**config.mk**
```make
export PLATFORM = sky130hd
export DESIGN_NAME = pic_irq_arbiter
export DESIGN_NICKNAME = d
export VERILOG_FILES = /design/src/rtl/pic_irq_arbiter.sv
export SDC_FILE = /design/constraint.sdc
export NUM_CORES = 1
export LEC_CHECK = 0
export ABC_AREA = 0
export CELL_PAD_IN_SITES_DETAIL_PLACEMENT = 2
export CELL_PAD_IN_SITES_GLOBAL_PLACEMENT = 2
export CORE_AREA = 2 2 95 74
export CTS_BUF_LIST = sky130_fd_sc_hd__clkbuf_4
export CTS_CLUSTER_SIZE = 30
export DETAILED_ROUTE_END_ITERATION = 7
export DIE_AREA = 0 0 97 76
export PLACE_DENSITY = 0.76
export SETUP_SLACK_MARGIN = 0.4
export SYNTH_ARGS = -nofsm -noshare
export SYNTH_HDL_FRONTEND = slang
export SYNTH_SLANG_ARGS = --single-unit
```
**constraint.sdc**
```tcl
create_clock -name clk -period 2.35 [get_ports clk]
set_input_delay 0.47 -clock clk [delete_from_list [all_inputs] [get_ports clk]]
set_output_delay 0.47 -clock clk [all_outputs]
set_load 0.1 [all_outputs]
```
**src/rtl/pic_irq_arbiter.sv**
```systemverilog
// 8259A request/priority front end: IRR capture, masking, nested priority resolution and the INTA pair.
// Optional build macro PIC_AUTO_ROTATE_EN adds rotate_en and automatic EOI-driven priority rotation.
module pic_irq_arbiter (
   input  logic       clk,
   input  logic       rst_n,
   input  logic [7:0] ir_in,
   input  logic [7:0] imr,
   input  logic [7:0] isr_in,
   input  logic       ltim,
   input  logic       inta,
   input  logic       eoi,
   input  logic [4:0] vector_base,
`ifdef PIC_AUTO_ROTATE_EN
   input  logic       rotate_en,
`endif
   output logic [7:0] irr,
   output logic       int_out,
   output logic [7:0] int_no,
   output logic [7:0] vector,
   output logic       vector_valid
);

   localparam logic [0:0] IDLE  = 1'b0;
   localparam logic [0:0] WAIT2 = 1'b1;

   logic [0:0] state;
   logic [7:0] ir_prev;
   logic [2:0] win_idx;
   logic [2:0] lowest_prio;

   logic [7:0] new_edge;
   logic [7:0] irr_set;
   logic [7:0] irr_clr;
   logic [7:0] ack_clr;
   logic [7:0] irr_nxt;
   logic [7:0] req;
   logic [3:0] cand;
   logic [3:0] svc;
   logic       cand_v;
   logic [2:0] cand_idx;
   logic       svc_v;
   logic [2:0] svc_idx;
   logic       outranks;
   logic       ack1;
   logic       int_nxt;

   // Returns {found, index} of the highest-priority set bit; priority starts just above lp and wraps.
   function automatic logic [3:0] prio_pick(input logic [7:0] v, input logic [2:0] lp);
      logic [3:0] r;
      logic [2:0] idx;
      r = 4'b0000;
      for (int k = 8; k >= 1; k--) begin
         idx = lp + 3'(k);
         if (v[idx]) r = {1'b1, idx};
      end
      return r;
   endfunction

   // Rank 0 is the highest priority level for the current rotation.
   function automatic logic [2:0] prio_rank(input logic [2:0] idx, input logic [2:0] lp);
      return idx - lp - 3'd1;
   endfunction

`ifdef PIC_AUTO_ROTATE_EN
   always_ff @(posedge clk or negedge rst_n) begin
      if (!rst_n) begin
         lowest_prio <= 3'd7;
      end else if (eoi && rotate_en && svc_v) begin
         lowest_prio <= svc_idx;
      end
   end
`else
   logic unused_eoi;
   assign unused_eoi  = eoi;
   assign lowest_prio = 3'd7;
`endif

   assign req      = irr & ~imr;
   assign cand     = prio_pick(req, lowest_prio);
   assign cand_v   = cand[3];
   assign cand_idx = cand[2:0];
   assign svc      = prio_pick(isr_in, lowest_prio);
   assign svc_v    = svc[3];
   assign svc_idx  = svc[2:0];
   assign outranks = prio_rank(cand_idx, lowest_prio) < prio_rank(svc_idx, lowest_prio);

   assign ack1 = (state == IDLE) && inta && cand_v;

   always_comb begin
      ack_clr = 8'h00;
      if (ack1) ack_clr[cand_idx] = 1'b1;
   end

   // A fresh edge survives a same-cycle clear; a held level does not beat ACK1.
   always_comb begin
      new_edge = ir_in & ~ir_prev;
      irr_set  = ltim ? ir_in : new_edge;
      irr_clr  = ack_clr | (ltim ? ~ir_in : 8'h00);
      irr_nxt  = (irr & ~irr_clr) | (irr_set & ~irr_clr) | (irr_set & new_edge);
   end

   always_comb begin
      int_nxt = 1'b0;
      if ((state == IDLE) && !inta && cand_v)
         int_nxt = (isr_in == 8'h00) || outranks;
   end

   always_ff @(posedge clk or negedge rst_n) begin
      if (!rst_n) begin
         state        <= IDLE;
         ir_prev      <= 8'h00;
         irr          <= 8'h00;
         int_out      <= 1'b0;
         int_no       <= 8'h00;
         vector       <= 8'h00;
         vector_valid <= 1'b0;
         win_idx      <= 3'd7;
      end else begin
         ir_prev      <= ir_in;
         irr          <= irr_nxt;
         int_out      <= int_nxt;
         int_no       <= 8'h00;
         vector_valid <= 1'b0;
         case (state)
            IDLE: begin
               if (inta) begin
                  // With no candidate the acknowledge is spurious and reports IR7.
                  win_idx <= cand_v ? cand_idx : 3'd7;
                  if (cand_v) int_no <= 8'h01 << cand_idx;
                  state <= WAIT2;
               end
            end
            WAIT2: begin
               if (inta) begin
                  vector       <= {vector_base, win_idx};
                  vector_valid <= 1'b1;
                  state        <= IDLE;
               end
            end
            default: state <= IDLE;
         endcase
      end
   end

endmodule
```
* Word level (Yosys, flattened, before mapping)
Cells that the tools add are included. W data, S select, Z words.
Cells by class: add/sub/neg operators 4, $lt $le $gt $ge 3, shift-type cells 1, multiplexer cells 30, bitwise gates (word level) 13, reduce and logical (&&, ||, !) cells 10
Operators with widths (count):
- $mux W8 | 6
- $and A8 B8 Y8 | 5
- $mux W4 | 8
- $not A8 Y8 | 4
- $mux W3 | 9
- $or A8 B8 Y8 | 3
- $logic_not A8 Y1 | 1
- $shl A1 B3 Y8 const A | 1
- $sub A3 B1 Y3 const B | 2
- $sub A3 B3 Y3 const B | 2
- $logic_and A1 B1 Y1 | 5
- $mux W1 | 5
- $lt A3 B4 Y1 const B | 1
- $reduce_and A2 Y1 | 2
- $demux W1 S3 | 1
- $ge A3 B1 Y1 const B | 1
- $lt A3 B3 Y1 | 1
- $pmux W1 S2 | 1
- $logic_not A1 Y1 | 1
- $logic_or A1 B1 Y1 | 1
- $not A1 Y1 | 1
Storage, ports and cells: register bits after elaboration 38, input port bits 34, output and inout bits 26, word-level logic and storage cells 69

* Depth between registers and ports, before layout
word-level depth 20, depth in mapped cells 10, mapped depth without buffers 9

* Least setup slack after synthesis
No wires, ideal clock.
path kind register to register, start reg irr[3], end reg int_out, setup time 0.066 ns, arrival time 2.436 ns, required time 2.284 ns, path slack -0.152 ns, stages on the path, launching flop included 10, buffers on the path 1, period minus slack after synthesis 2.502 ns, cell sequence dfrtp_1 > nand2b_1 > buf_6 > and4_4 > a21boi_0 > ha_1 > a211oi_1 > o21ai_0 > o221ai_1 > and3_1
On the way: cells in the longest elaborated chain, start to end 10, elaborated cells between the ends (all ways) 11, classes of those cells add/sub: 2; order compare: 1; mux: 5; bitwise: 1; reduce/logical: 2
RTL lines:
- start, declared | line 16 | output logic [7:0] irr,
- start signal, assigned | line 120 | irr <= irr_nxt;
- $and A8 B8 Y8 * | line 78 | assign req = irr & ~imr;
- $mux W4 * (4 in a row) | line 54 | if (v[idx]) r = {1'b1, idx};
- $sub A3 B3 Y3 | line 61 | return idx - lp - 3'd1;
- $sub A3 B1 Y3 | line 61
- $lt A3 B3 Y1 | line 85 | assign outranks = prio_rank(cand_idx, lowest_prio) < prio_rank(svc_idx, lowest_prio);
- $logic_or A1 B1 Y1 | line 105 | int_nxt = (isr_in == 8'h00) || outranks;
- $mux W1 * | line 104 | if ((state == IDLE) && !inta && cand_v)
- named net int_nxt | line 45 | logic int_nxt;
- end signal, assigned | line 121 | int_out <= int_nxt;
- end, declared | line 17 | output logic int_out,
The timed path passes the listed nets; every way through them passes the cells marked *. A chain may end at the register's enable or synchronous reset.

* Worst setup path in the final report
start in imr[7], end reg int_out
On the way: cells in the longest elaborated chain, start to end 15, elaborated cells between the ends (all ways) 16, classes of those cells add/sub: 2; order compare: 1; mux: 9; bitwise: 2; reduce/logical: 2
RTL lines:
- start, declared | line 7 | input logic [7:0] imr,
- $not A8 Y8 * | line 78
- $and A8 B8 Y8 * | line 78
- $mux W4 * (8 in a row) | line 54
- $sub A3 B3 Y3 | line 61
- $sub A3 B1 Y3 | line 61
- $lt A3 B3 Y1 | line 85
- $logic_or A1 B1 Y1 | line 105
- $mux W1 * | line 104
- named net int_nxt | line 45
Marked as above.

==> flow_summary.json <==
{
  "ys_ff_latch": 38,
  "place_ws_ps": -232.2,
  "io_pins": 60,
  "syn_area_per_cell_um2": 11.13,
  "synth_area_leaders": "dfrtp_1 48%, mux2_2 5.5%, dfstp_2 4.3%",
  "finalSetupTns_ps": 0,
  "max-cap-violations": 0,
  "start_kind": "primary input",
  "met3_length_um": 258,
  "dpl.hpwl_mm": 4.196,
  "synth_cell_types": 49,
  "wl_met1_mm": 2.570,
  "reg2reg_slack_ps": 480,
  "fin_nets": 297,
  "drt_wl_total_mm": 5.549,
  "relSlewSlack_pct": 57.74,
  "core_um2": 6539,
  "post-route-period-util_pct": 81.91,
  "postSynthCellCount": 165,
  "grt-ovfl-total": 0,
  "cts-root-buf": "clkbuf_4",
  "seq_area_frac_synth_pct": 51.98,
  "worst_slew_pin_slew_ps": 634.0,
  "grt_pass1_vias": 1820,
  "yosys-top-cells-count": "35 x dfrtp_1, 12 x nand2_1, 11 x inv_1, 11 x nor2_1, 9 x mux2_2",
  "grt_usage_pct": 15.99,
  "h-tree-depth": 2,
  "numCtsBuffers": 5,
  "die_h_um": 76,
  "antenna_found_initial": 0,
  "hold_viol": 0,
  "firstDrtPassIters": 4,
  "grt_pass1_wl_mm": 9.556,
  "drtAntennaViolNets": 0,
  "met2_length_mm": 2.689,
  "critPathCaptureType": "flop",
  "grt_max_degree": 28,
  "ys_warn_count": 0,
  "ys_async_sr_fraction_pct": 100.0,
  "dieArea_um2": 7372,
  "fmax_ghz": 0.5195,
  "leakagePower_nw": 1.331,
  "hold_class": "primary input to asynchronous set/reset pin",
  "netlist_area_um2": 1837,
  "whs_ps": 136.6,
  "post_dp_cell_area_um2": 2630,
  "crit_path_start": "imr[7]",
  "viasPerCell": 4.714,
  "yosysTopAreaCell": "dfrtp_1",
  "crit_fanout": 3,
  "ir_drop_mv": 0.3892,
  "synthToLayoutAreaGrowth_pct": 55.99,
  "final_area_um2": 2865,
  "yosysTopAreaCellShare_pct": 47.68,
  "cts_tree": "done",
  "cts_sinks": 38,
  "start_util_pct": 28.09,
  "first_iter_violations": 21,
  "vias": 1617,
  "final_max_slew_viol_count": 0,
  "drt-wirelength-per-cell_um": 16.18,
  "cp-endpoint": "int_out$_DFF_PN0_",
  "cts_hold_buf": 0,
  "port_buffers": 58,
  "reg2reg_depth": 8,
  "synthFlopType": "dfrtp_1",
  "critical_path_class": "primary input to flop",
  "rsz0062_at_grt": "false",
  "dr.max_layer_used": "met4",
  "power_per_cell_area_nw_per_um2": 985.6,
  "diodes": 0,
  "place_congestion": 0.7651,
  "cts.path.max_buffers": 2,
  "setup_violations": 0,
  "num_rows": 26,
  "drcViolationCount": 0,
  "synth-edff-count": 0,
  "yosysMostFrequentCell": "dfrtp_1",
  "worstReg2RegStart": "irr[5]$_DFF_PN0_",
  "die_w_um": 97,
  "post-route-util_pct": 43.82,
  "fin_crit_ps": 1925,
  "regToRegEndpoint": "int_out$_DFF_PN0_",
  "clkSlewWorstSetupHoldPaths_ps": 120,
  "clock_latency_ps": 340,
  "status": "finished, final reports clean",
  "setup_ws_ps": 425.1,
  "worstPathRequired_ps": 2640,
  "drive_above_1_share_pct": 44.79,
  "critPathArrivalTime_ps": 2210,
  "synth_nets": 204,
  "finClkSkew_ps": 12.28
}
flip-flops by register name (all words and copies together) (netlist names):
| signal | count |
|---|---|
| win_idx | 3 |
| vector_valid | 1 |
| irr | 8 |
| state | 1 |
| vector | 8 |
| int_out | 1 |
| int_no | 8 |
| ir_prev | 8 |
cell families (layout without fill, tap and decap cells):
kind of cell | Yosys count | after routing | synth area share (%)
AO/OA/AOI/OAI | 34 | 34 | 14.85
adder cells (fa/ha/maj) | 5 | 5 | 3.406
buffers and inverters | 14 | 108 | 3.270
flip-flops | 38 | 38 | 51.98
multiplexers | 10 | 10 | 6.063
AND/OR/NAND/NOR | 64 | 64 | 20.44
per-stage QoR:
step	std cells	power [mW]
after global placement	327	2.379
after floorplan	165	1.995
after detailed placement	327	2.414
after global routing	343	2.971
after CTS	341	2.837
final	343	2.824
report_power, final:
group          internal (mW)  total [mW]  switching, mW  leakage, nW
registers              0.822       0.904         0.0816        0.452
logic                  0.450        1.55           1.10        0.842
clock network          0.154       0.367          0.212       0.0368
area by class of cell:
class                      count  area (µm²)
tap                           84       105.1
timing repair buffer          89       732.0
sequential                    38       974.7
clock buffer                   8       60.06
multi-input combinational    113       952.2
inverter                      11       41.29
fill                         702        3674
layout by cell type (no fill, tap or decap), drive strengths merged, types with 5 or more instances in the layout:
| master | n |
|---|---|
| buf | 58 |
| clkbuf | 8 |
| clkdlybuf4s50 | 16 |
| dfrtp | 35 |
| dlygate4sd2 | 13 |
| ha | 5 |
| inv | 11 |
| mux2 | 9 |
| nand2 | 13 |
| nand2b | 8 |
| nand3 | 5 |
| nor2 | 12 |
| nor3 | 8 |
| o21ai | 9 |
timing repair:
action,in CTS,in global routing
pin swaps,13,9
resized for setup,30,5
endpoints found under the hold margin,0,0
buffers inserted,6,2
endpoints found under the setup margin,1,1
how the worst min path moves through the flow:
stage	endpoint	slack, ps	depth (start not counted)
after floorplan	int_no[0]$_DFF_PN0_	170	0
after global placement	irr[5]$_DFF_PN0_	400	1
after detailed placement	irr[7]$_DFF_PN0_	410	1
after CTS	ir_prev[0]$_DFF_PN0_	150	1
after global routing	ir_prev[6]$_DFF_PN0_	160	1
final	ir_prev[4]$_DFF_PN0_	140	1
critical path, stage by stage:
cell and delay [ps]:
clkdlybuf4s50_1 400, nand2b_4 160, a211oi_4 230, nor2_2 70, nor2_1 110, ha_1 250, o21a_1 210, o221ai_2 150
and3_1 160
metal layers:
layer,global-route usage [%],vias up
li1,-,775
met1,21.52,795
met2,26.81,43
met3,3.486,4
met4,3.099,0
met5,0,-
Note: power is estimated with default switching activity, not from simulation.
